`config.mk`:
```
export PLATFORM = sky130hd
export DESIGN_NAME = fetch_decode_ctrl
export DESIGN_NICKNAME = d
export VERILOG_FILES = /design/src/rtl/fetch_decode_ctrl_pkg.sv /design/src/rtl/fetch_decode_ctrl_instr_decode.sv /design/src/rtl/fetch_decode_ctrl.sv
export SDC_FILE = /design/constraint.sdc
export NUM_CORES = 1
export LEC_CHECK = 0
export ABC_AREA = 1
export BUFFER_PORTS_ARGS = -buffer_cell sky130_fd_sc_hd__buf_2
export CAP_MARGIN = 5
export CORE_MARGIN = 2
export CORE_UTILIZATION = 43
export CTS_BUF_LIST = sky130_fd_sc_hd__clkbuf_4
export DETAILED_ROUTE_END_ITERATION = 10
export PLACE_DENSITY_LB_ADDON = 0.1
export SLEW_MARGIN = 20
export SYNTH_ARGS = -nofsm -noshare
export SYNTH_HDL_FRONTEND = slang
export SYNTH_SLANG_ARGS = --single-unit
export TNS_END_PERCENT = 30
```
`constraint.sdc`:
```
create_clock -name clk -period 1.05 [get_ports clk]
set_input_delay 0.315 -clock clk [delete_from_list [all_inputs] [get_ports clk]]
set_output_delay 0.315 -clock clk [all_outputs]
set_load 0.01 [all_outputs]
```
`src/rtl/fetch_decode_ctrl_pkg.sv`:
```
// Shared definitions for the fetch/decode controller, the ALU and the bench.
package fetch_decode_ctrl_pkg;

  localparam int unsigned NIBBLE_W = 4;
  localparam int unsigned BYTE_W   = 8;
  localparam int unsigned ADDR_W   = NIBBLE_W + BYTE_W;
  localparam int unsigned ALU_OP_W = 3;

  // Opcode map (MSB is bit 0 of the nibble)
  localparam logic [0:NIBBLE_W-1] OP_NOP       = 4'h0;
  localparam logic [0:NIBBLE_W-1] OP_ALU_FIRST = 4'h1;
  localparam logic [0:NIBBLE_W-1] OP_ALU_LAST  = 4'h7;
  localparam logic [0:NIBBLE_W-1] OP_JMP       = 4'h8;
  localparam logic [0:NIBBLE_W-1] OP_JC        = 4'h9;
  localparam logic [0:NIBBLE_W-1] OP_JZ        = 4'hA;
  localparam logic [0:NIBBLE_W-1] OP_OUT       = 4'hB;
  localparam logic [0:NIBBLE_W-1] OP_HALT      = 4'hF;

  // ALU function select: the low three opcode bits of the ALU class
  localparam logic [0:ALU_OP_W-1] ALU_IDLE = 3'b000;
  localparam logic [0:ALU_OP_W-1] ALU_F1   = 3'b001;
  localparam logic [0:ALU_OP_W-1] ALU_F2   = 3'b010;
  localparam logic [0:ALU_OP_W-1] ALU_F3   = 3'b011;
  localparam logic [0:ALU_OP_W-1] ALU_F4   = 3'b100;
  localparam logic [0:ALU_OP_W-1] ALU_F5   = 3'b101;
  localparam logic [0:ALU_OP_W-1] ALU_F6   = 3'b110;
  localparam logic [0:ALU_OP_W-1] ALU_F7   = 3'b111;

  typedef enum logic [1:0] {
    ST_FETCH = 2'd0,
    ST_EXEC  = 2'd1,
    ST_JADDR = 2'd2,
    ST_HALT  = 2'd3
  } state_t;

  typedef enum logic [2:0] {
    CLS_NOP  = 3'd0,
    CLS_ALU  = 3'd1,
    CLS_JUMP = 3'd2,
    CLS_OUT  = 3'd3,
    CLS_HALT = 3'd4
  } instr_cls_t;

  typedef enum logic [1:0] {
    JK_NONE   = 2'd0,
    JK_ALWAYS = 2'd1,
    JK_CARRY  = 2'd2,
    JK_ZERO   = 2'd3
  } jump_kind_t;

  // Branch decision from the jump kind and the flags seen in EXEC
  function automatic logic branch_taken(jump_kind_t kind, logic carry, logic zero);
    logic t;
    t = 1'b0;
    case (kind)
      JK_ALWAYS: t = 1'b1;
      JK_CARRY:  t = carry;
      JK_ZERO:   t = zero;
      default:   t = 1'b0;
    endcase
    return t;
  endfunction

endpackage

```
`src/rtl/fetch_decode_ctrl_instr_decode.sv`:
```
// Combinational opcode decoder: opcode nibble -> class, ALU select, jump kind.
module instr_decode
  import fetch_decode_ctrl_pkg::*;
(
  input  logic [0:NIBBLE_W-1] instr,
  output instr_cls_t          cls_c,
  output logic [0:ALU_OP_W-1] alu_op_c,
  output jump_kind_t          jump_kind_c
);

  // Classify the opcode; unlisted codes fall through as NOP
  always_comb begin
    cls_c       = CLS_NOP;
    alu_op_c    = ALU_IDLE;
    jump_kind_c = JK_NONE;
    case (instr)
      OP_JMP: begin
        cls_c       = CLS_JUMP;
        jump_kind_c = JK_ALWAYS;
      end
      OP_JC: begin
        cls_c       = CLS_JUMP;
        jump_kind_c = JK_CARRY;
      end
      OP_JZ: begin
        cls_c       = CLS_JUMP;
        jump_kind_c = JK_ZERO;
      end
      OP_OUT:  cls_c = CLS_OUT;
      OP_HALT: cls_c = CLS_HALT;
      default: begin
        if ((instr >= OP_ALU_FIRST) && (instr <= OP_ALU_LAST)) begin
          cls_c    = CLS_ALU;
          alu_op_c = instr[1:3];
        end
      end
    endcase
  end

endmodule

```
`src/rtl/fetch_decode_ctrl.sv`:
```
// Fetch/execute sequencer: 2 cycles per plain instruction, 3 per jump.
// Every output is registered on the edge that ends the state's cycle.
module fetch_decode_ctrl
  import fetch_decode_ctrl_pkg::*;
(
  input  logic                clk,
  input  logic                reset,
  input  logic                run,
  input  logic [0:NIBBLE_W-1] instr,
  input  logic [0:NIBBLE_W-1] oprnd,
  input  logic [0:BYTE_W-1]   prog_byte,
  input  logic                carry_in,
  input  logic                zero_in,
  output logic                pc_en,
  output logic                fetch_en,
  output logic                load,
  output logic [0:ADDR_W-1]   loadbits,
  output logic                acc_we,
  output logic [0:ALU_OP_W-1] alu_op,
  output logic                out_we,
  output logic                halted
);

  state_t              state;
  state_t              state_nxt;
  logic                take;
  logic                take_nxt;
  logic                pc_en_nxt;
  logic                fetch_en_nxt;
  logic                load_nxt;
  logic [0:ADDR_W-1]   loadbits_nxt;
  logic                acc_we_nxt;
  logic [0:ALU_OP_W-1] alu_op_nxt;
  logic                out_we_nxt;
  logic                halted_nxt;

  instr_cls_t          dec_cls_c;
  logic [0:ALU_OP_W-1] dec_alu_op_c;
  jump_kind_t          dec_jump_kind_c;

  instr_decode u_instr_decode (
    .instr       (instr),
    .cls_c       (dec_cls_c),
    .alu_op_c    (dec_alu_op_c),
    .jump_kind_c (dec_jump_kind_c)
  );

  // State, branch decision and output registers; reset clears everything at once
  always_ff @(posedge clk or posedge reset) begin
    if (reset) begin
      state    <= ST_FETCH;
      take     <= 1'b0;
      pc_en    <= 1'b0;
      fetch_en <= 1'b0;
      load     <= 1'b0;
      loadbits <= '0;
      acc_we   <= 1'b0;
      alu_op   <= ALU_IDLE;
      out_we   <= 1'b0;
      halted   <= 1'b0;
    end else begin
      state    <= state_nxt;
      take     <= take_nxt;
      pc_en    <= pc_en_nxt;
      fetch_en <= fetch_en_nxt;
      load     <= load_nxt;
      loadbits <= loadbits_nxt;
      acc_we   <= acc_we_nxt;
      alu_op   <= alu_op_nxt;
      out_we   <= out_we_nxt;
      halted   <= halted_nxt;
    end
  end

  // Next state and next output values; strobes default low, loadbits/take hold
  always_comb begin
    state_nxt    = state;
    take_nxt     = take;
    pc_en_nxt    = 1'b0;
    fetch_en_nxt = 1'b0;
    load_nxt     = 1'b0;
    loadbits_nxt = loadbits;
    acc_we_nxt   = 1'b0;
    alu_op_nxt   = ALU_IDLE;
    out_we_nxt   = 1'b0;
    halted_nxt   = 1'b0;
    case (state)
      ST_FETCH: begin
        if (run) begin
          pc_en_nxt    = 1'b1;
          fetch_en_nxt = 1'b1;
          state_nxt    = ST_EXEC;
        end
      end
      ST_EXEC: begin
        state_nxt = ST_FETCH;
        case (dec_cls_c)
          CLS_ALU: begin
            acc_we_nxt = 1'b1;
            alu_op_nxt = dec_alu_op_c;
          end
          CLS_OUT: out_we_nxt = 1'b1;
          CLS_JUMP: begin
            // Target high nibble from the opcode byte, low byte from ROM at PC
            loadbits_nxt = {oprnd, prog_byte};
            take_nxt     = branch_taken(dec_jump_kind_c, carry_in, zero_in);
            state_nxt    = ST_JADDR;
          end
          CLS_HALT: begin
            halted_nxt = 1'b1;
            state_nxt  = ST_HALT;
          end
          default: state_nxt = ST_FETCH;
        endcase
      end
      ST_JADDR: begin
        // Either load the target or step over the address byte, never both
        load_nxt  = take;
        pc_en_nxt = ~take;
        state_nxt = ST_FETCH;
      end
      ST_HALT: begin
        halted_nxt = 1'b1;
        state_nxt  = ST_HALT;
      end
      default: state_nxt = ST_FETCH;
    endcase
  end

endmodule

```
==> out/results.ini, run 1 <==
[run_status]
status=complete, but fails checks
violations=setup timing

[route]
vias=858
dr_wl_met2_um=1004
drt-total-wl_um=1961
viasPerCell=4.446
dr.pass1.iters=4
drt-met1-wl_um=799
drt-initial-drc-count=13
antenna_left=0
maxUsedRoutingLayer=met4
wl_met3_um=102
wl_per_cell_um=10.16
drc=0

[sta]
fmax_mhz=868.1
drv_slew=0
period_share_pct=109.7
hold_viol_final=0
finalWorstSetupSlack_ps=-102.0
slew_headroom_pct=80.16
fin_skew_ps=3.264
worstMarginPinSlew_ps=297.6
rsz0062_at_grt=yes
setup_tns_ps=-1983
fin_crit_ps=1152
final-setup-viol-count=33
whs_ps=33.04

[power]
switching_share_pct=21.89
p_leak_uw=0.0008361
power.internal_uw=1158
power.density_mw_per_mm2=1084
peakVddDrop_mv=0.6759
clkPwrFrac_pct=25.1
p_switching_uw=324.7
power_frac_comb_pct=10.8
seqPwrFrac_pct=64.1
power_uw=1483

[cts]
cts_tree=yes
numClockSinks=24
cts.clk_slew.worst_paths_ps=120
cts_max_level=1
numCtsBuffers=3
cts_hold_buf=0
cts_buffer_depth=2
clk_latency_ps=300
cts_root_buffer=clkbuf_4

[worst_setup_path]
end_kind=output pin
critical_path_class=flip-flop to output pin
crit_cells=1
worstPathRequired_ps=730
cp_top_family=flip-flops
start_kind=flip-flop
crit_arrival_ps=840
crit_chain=buf_2
cp_max_fo=2
rr_worst_depth=6
worst-path-buf-inv=1
critPathSlowestCell=dfrtp_1
critPathMaxStageDelay_ps=400

[yosys]
ys_warn_count=0
synth_area_leaders=dfrtp_1, nand2_1, nor2_1
avgSynthCellArea_um2=9.147
synth_top_area_share_pct=63.75
synth_cell_types=14
synth-seq-area-share_pct=63.75
syn_inst=103
ys_seq_elements=24
yosys.area.top_type=dfrtp_1
synth_nets=124
netlist_area_um2=942.2

[floorplan]
fp.dieW_um=50.81
start_util_pct=46.60
core_area_mm2=0.002022
io_pins=42
dieArea_mm2=0.002582
die_y_um=50.81
rows=16

[cells_and_area]
fin_cells=193
num_antenna_cells=0
final_cell_mix=nand2_1, buf_2, dfrtp_1
final_area_mm2=0.001368
final_common_cell=nand2_1
area_delta_synth_final_pct=45.15
nFillCells=168
layout-drive-gt1-share_pct=42.17
finalNetCount=189

[grt]
antenna_found_initial=0
gr-total-overflow=0
grt_pass1_vias=831
grt_pass1_wl_um=3215
grt_use_total_pct=16.94
grt_max_degree=25

[hold_path]
hold_path.class=input pin to async pin

[placement]
port_buffers=41
place_area_mm2=0.001270
gp_congestion=0.7310
dpl.hpwl_um=1471
dp.cells=180

[job]
cap_violations=0

state kept, by name, indices dropped and copies added (netlist names):
signal and cells:
out_we 1, fetch_en 1, acc_we 1, state 2
loadbits 12, load 1, take 1, alu_op 3
pc_en 1, halted 1
area by class of cell:
type                    count  area [um2]  share of cell area [%]
inverters                  10       37.54                   2.745
clock buffers               3       22.52                   1.647
flip-flops and latches     24       600.6                   43.92
repair buffers             62       387.9                   28.36
well taps                  27       33.78                   2.470
multi-input cells          67       285.3                   20.86
synth_stat cells:
cell type and count:
buf_6 1, nor2_4 2, a31oi_1 1, nor3_1 1
o21ai_0 1, nand2_1 47, nor2_1 9, nand3_2 1
buf_4 1, dfrtp_1 24, nand3_1 4, nor4_1 1
inv_1 8, inv_2 2
final timing paths:
kind	startpoint	end	slack, ps
max	loadbits[3]	loadbits[3]	-100
min in group clk	prog_byte[6]	loadbits[10]	200
min	reset	loadbits[10]	30
max in group asynchronous	reset	out_we	780
max reg2reg	state[1]	loadbits[1]	-20
min reg2reg	loadbits[5]	loadbits[5]	490
through the flow:
stage                     util, %  worst slack (ps)
after detailed placement    62.81            -76.59
after CTS                   65.78            -120.0
after global routing        67.64            -145.2
after global placement      62.81            -60.71
final                       67.64            -102.0
after floorplan                 -             21.79
power by group through the flow:
stage	sequential (uW)	clock [uW]	combinational, uW
4_1_cts	951	392	152
3_3_place_gp	969	0	137
2_1_floorplan	977	0	47.5
6_report	951	372	160
5_1_grt	953	428	181
3_5_place_dp	969	0	142
worst reg2reg max path, cell delays in order, from the launching register on:
cell	delay, ps
dfrtp_1	420
nor2_4	170
inv_2	70
nor2_4	110
buf_12	140
nand2_1	60
nand2_1	50
routing by layer:
layer / GRT usage (%) / up-vias
met5: 0 / -
met2: 29.61 / 36
met1: 19.29 / 379
met3: 1.754 / 6
met4: 12.16 / 0
li1: - / 437
logic make-up (layout without fill, tap and decap cells):
family | after synthesis | count (layout) | share of synthesized area [%]
and+or+nand+nor | 65 | 65 | 29.08
DFF | 24 | 24 | 63.75
buffers and inverters | 12 | 75 | 5.977
AOI/OAI and AO/OA | 2 | 2 | 1.195
repair_timing:
action	4_1_cts	5_1_grt
resized for setup	0	0
endpoints found under the setup margin	33	34
cloned	0	0
buffers inserted	5	5
endpoints found under the hold margin	0	0
pin swaps	2	1
Power figures use the tool's default switching activity.
==> inputs of run 2 (changes only) <==
--- a/config.mk
+++ b/config.mk
@@ -8,8 +8,9 @@
 export ABC_AREA = 1
 export BUFFER_PORTS_ARGS = -buffer_cell sky130_fd_sc_hd__buf_2
 export CAP_MARGIN = 5
+export CORE_ASPECT_RATIO = 1.5
 export CORE_MARGIN = 2
-export CORE_UTILIZATION = 43
+export CORE_UTILIZATION = 47
 export CTS_BUF_LIST = sky130_fd_sc_hd__clkbuf_4
 export DETAILED_ROUTE_END_ITERATION = 10
 export PLACE_DENSITY_LB_ADDON = 0.1
==> constraint.sdc (replaced) <==
create_clock -name clk -period 1.3 [get_ports clk]
set_input_delay 0.39 -clock clk [delete_from_list [all_inputs] [get_ports clk]]
set_output_delay 0.39 -clock clk [all_outputs]
set_load 0.01 [all_outputs]
==> run 2 against run 1 <==
The flow now finishes without violations. Global-route usage is 0.39 points lower. Clock power is 14% lower. Setup slack better by 160 ps. Critical endpoint is now loadbits[11].
==> out/results.ini, run 2 (synthesis results as in run 1) <==
[floorplan]
dieArea_mm2=0.002386  ; -7.6%
core_area_mm2=0.001854  ; -8.3%
start_util_pct=50.81  ; +4.2 points
die_y_um=58.84  ; +16%
io_pins=42  ; unchanged
rows=19  ; +3
fp.dieW_um=40.56  ; -20%

[cts]
numCtsBuffers=3  ; unchanged
cts_buffer_depth=2  ; unchanged
numClockSinks=24  ; unchanged
cts_hold_buf=0  ; unchanged
cts_max_level=1  ; unchanged
cts_root_buffer=clkbuf_4
clk_latency_ps=310  ; about the same
cts.clk_slew.worst_paths_ps=130  ; about the same
cts_setup_buffers=0  ; -5
cts_tree=yes
cts_resized=0  ; unchanged

[job]
cap_violations=0  ; unchanged

[worst_setup_path]
worstPathRequired_ps=910  ; +180 ps
crit_chain=buf_2
critical_path.endpoint=loadbits[11]
critical_path_class=flip-flop to output pin
crit_arrival_ps=850  ; about the same
start_kind=flip-flop
r2r_end=loadbits[7]
end_kind=output pin
crit_cells=1  ; unchanged
r2r_slack_ps=130  ; +150 ps
cp_max_fo=2  ; unchanged
rr_worst_depth=6  ; unchanged
worst-path-buf-inv=1  ; unchanged
cp_top_family=flip-flops
critPathSlowestCell=dfrtp_1
critPathLaunch=loadbits[11]
reg2reg_from=state[0]
critPathMaxStageDelay_ps=400  ; about the same

[grt]
grt_pass1_wl_um=2677  ; -17%
grt_use_total_pct=16.55  ; -0.39 points
grt_max_degree=25  ; unchanged
gr-total-overflow=0  ; unchanged
grt_pass1_vias=730  ; -12%
antenna_found_initial=0  ; unchanged

[placement]
gp_congestion=0.7825  ; +7.0%
dpl.hpwl_um=1378  ; -6.3%
port_buffers=41  ; unchanged
pre_cts_ws_ps=57.11  ; +133.7 ps

[cells_and_area]
num_antenna_cells=0  ; unchanged
final_cell_mix=nand2_1, buf_2, dfrtp_1
final_common_cell=nand2_1
largest_reg_flops=12  ; unchanged
finalNetCount=172  ; -9.0%
layout-drive-gt1-share_pct=35.33  ; -6.8 points
top_register=loadbits
area_delta_synth_final_pct=29.88
top_regs=loadbits (12), alu_op (3), state (2)

[power]
peakVddDrop_mv=0.7730  ; +14%
p_switching_uw=271.6  ; -16%
power_frac_comb_pct=8.7  ; -2.1 points
power.internal_uw=919.9  ; -21%
switching_share_pct=22.79  ; +0.90 points
seqPwrFrac_pct=64.5  ; +0.4 points
p_leak_uw=0.0007481  ; -11%
power.density_mw_per_mm2=973.7  ; -10%
clkPwrFrac_pct=26.8  ; +1.7 points

[sta]
setup_tns_ps=0  ; +1983 ps
fin_crit_ps=1241
final-setup-viol-count=0  ; -100%
worstMarginPinSlew_ps=291.6  ; -6.002 ps
period_share_pct=95.47
fmax_mhz=805.7
hold_viol_final=0  ; unchanged
whs_ps=88.34  ; +55.31 ps
finalWorstSetupSlack_ps=58.87  ; +160.9 ps
drv_slew=0  ; unchanged
slew_headroom_pct=80.51  ; +0.35 points
rsz0062_at_grt=no
fin_skew_ps=11.46  ; +8.201 ps

[route]
drc=0  ; unchanged
antenna_left=0  ; unchanged
drt-total-wl_um=1768  ; -9.8%
vias=779  ; -9.2%
wl_per_cell_um=10.34  ; +1.8%
dr.pass1.iters=3  ; -1
viasPerCell=4.556  ; +2.5%
drt-initial-drc-count=12  ; -1

[hold_path]
hold_path.class=input pin to async pin

[run_status]
status=finished clean

## run 2: cell count changes in the layout (fill, tap and decap cells not counted)
cell and change:
clkinv_1 +1, buf_4 -16, buf_12 -1
## run 2: worst min-delay path by stage
stage | start | end | slack [ps] | depth (start not counted)
floorplan | reset | acc_we | 400 | 1
global route | reset | loadbits[4] | 110 | 3
detailed placement | reset | loadbits[5] | 440 | 3
global placement | reset | loadbits[9] | 440 | 3
finish | reset | loadbits[5] | 90 | 3
CTS | reset | loadbits[5] | 80 | 3
## run 2: area by class of cell
class | count | area (um2)
Timing Repair Buffer | 45 | 247.7
Clock buffer | 3 | 22.52
Clock inverter | 1 | 3.754
Fill cell | 169 | 630.6
Inverter | 10 | 37.54
Sequential cell | 24 | 600.6
Multi-Input combinational cell | 67 | 285.3
Tap cell | 21 | 26.28
## run 2: per-stage QoR
step	utilization, %	total power, uW	cells	area, um2
floorplan	-	827.6	103	942.2
global placement	64.57	886.0	167	1197
detailed placement	64.57	889.2	167	1197
CTS	65.99	1208	171	1224
global route	65.99	1242	171	1224
finish	65.99	1191	171	1224
## run 2: power groups by stage
stage                     sequential [uW]  combinational, uW  clock [uW]
after floorplan                       789               38.4           0
after global placement                782                104           0
after detailed placement              783                106           0
after CTS                             769                107         333
after global routing                  771                120         352
final                                 768                104         319
## run 2: routing by layer
metal | vias up | wire length (um) | GRT usage [%]
met1 | 345 | 725 | 17.48
met4 | 0 | 17 | 10.00
met3 | 2 | 110 | 2.264
li1 | 407 | - | -
met2 | 25 | 914 | 28.80
met5 | - | 0 | 0
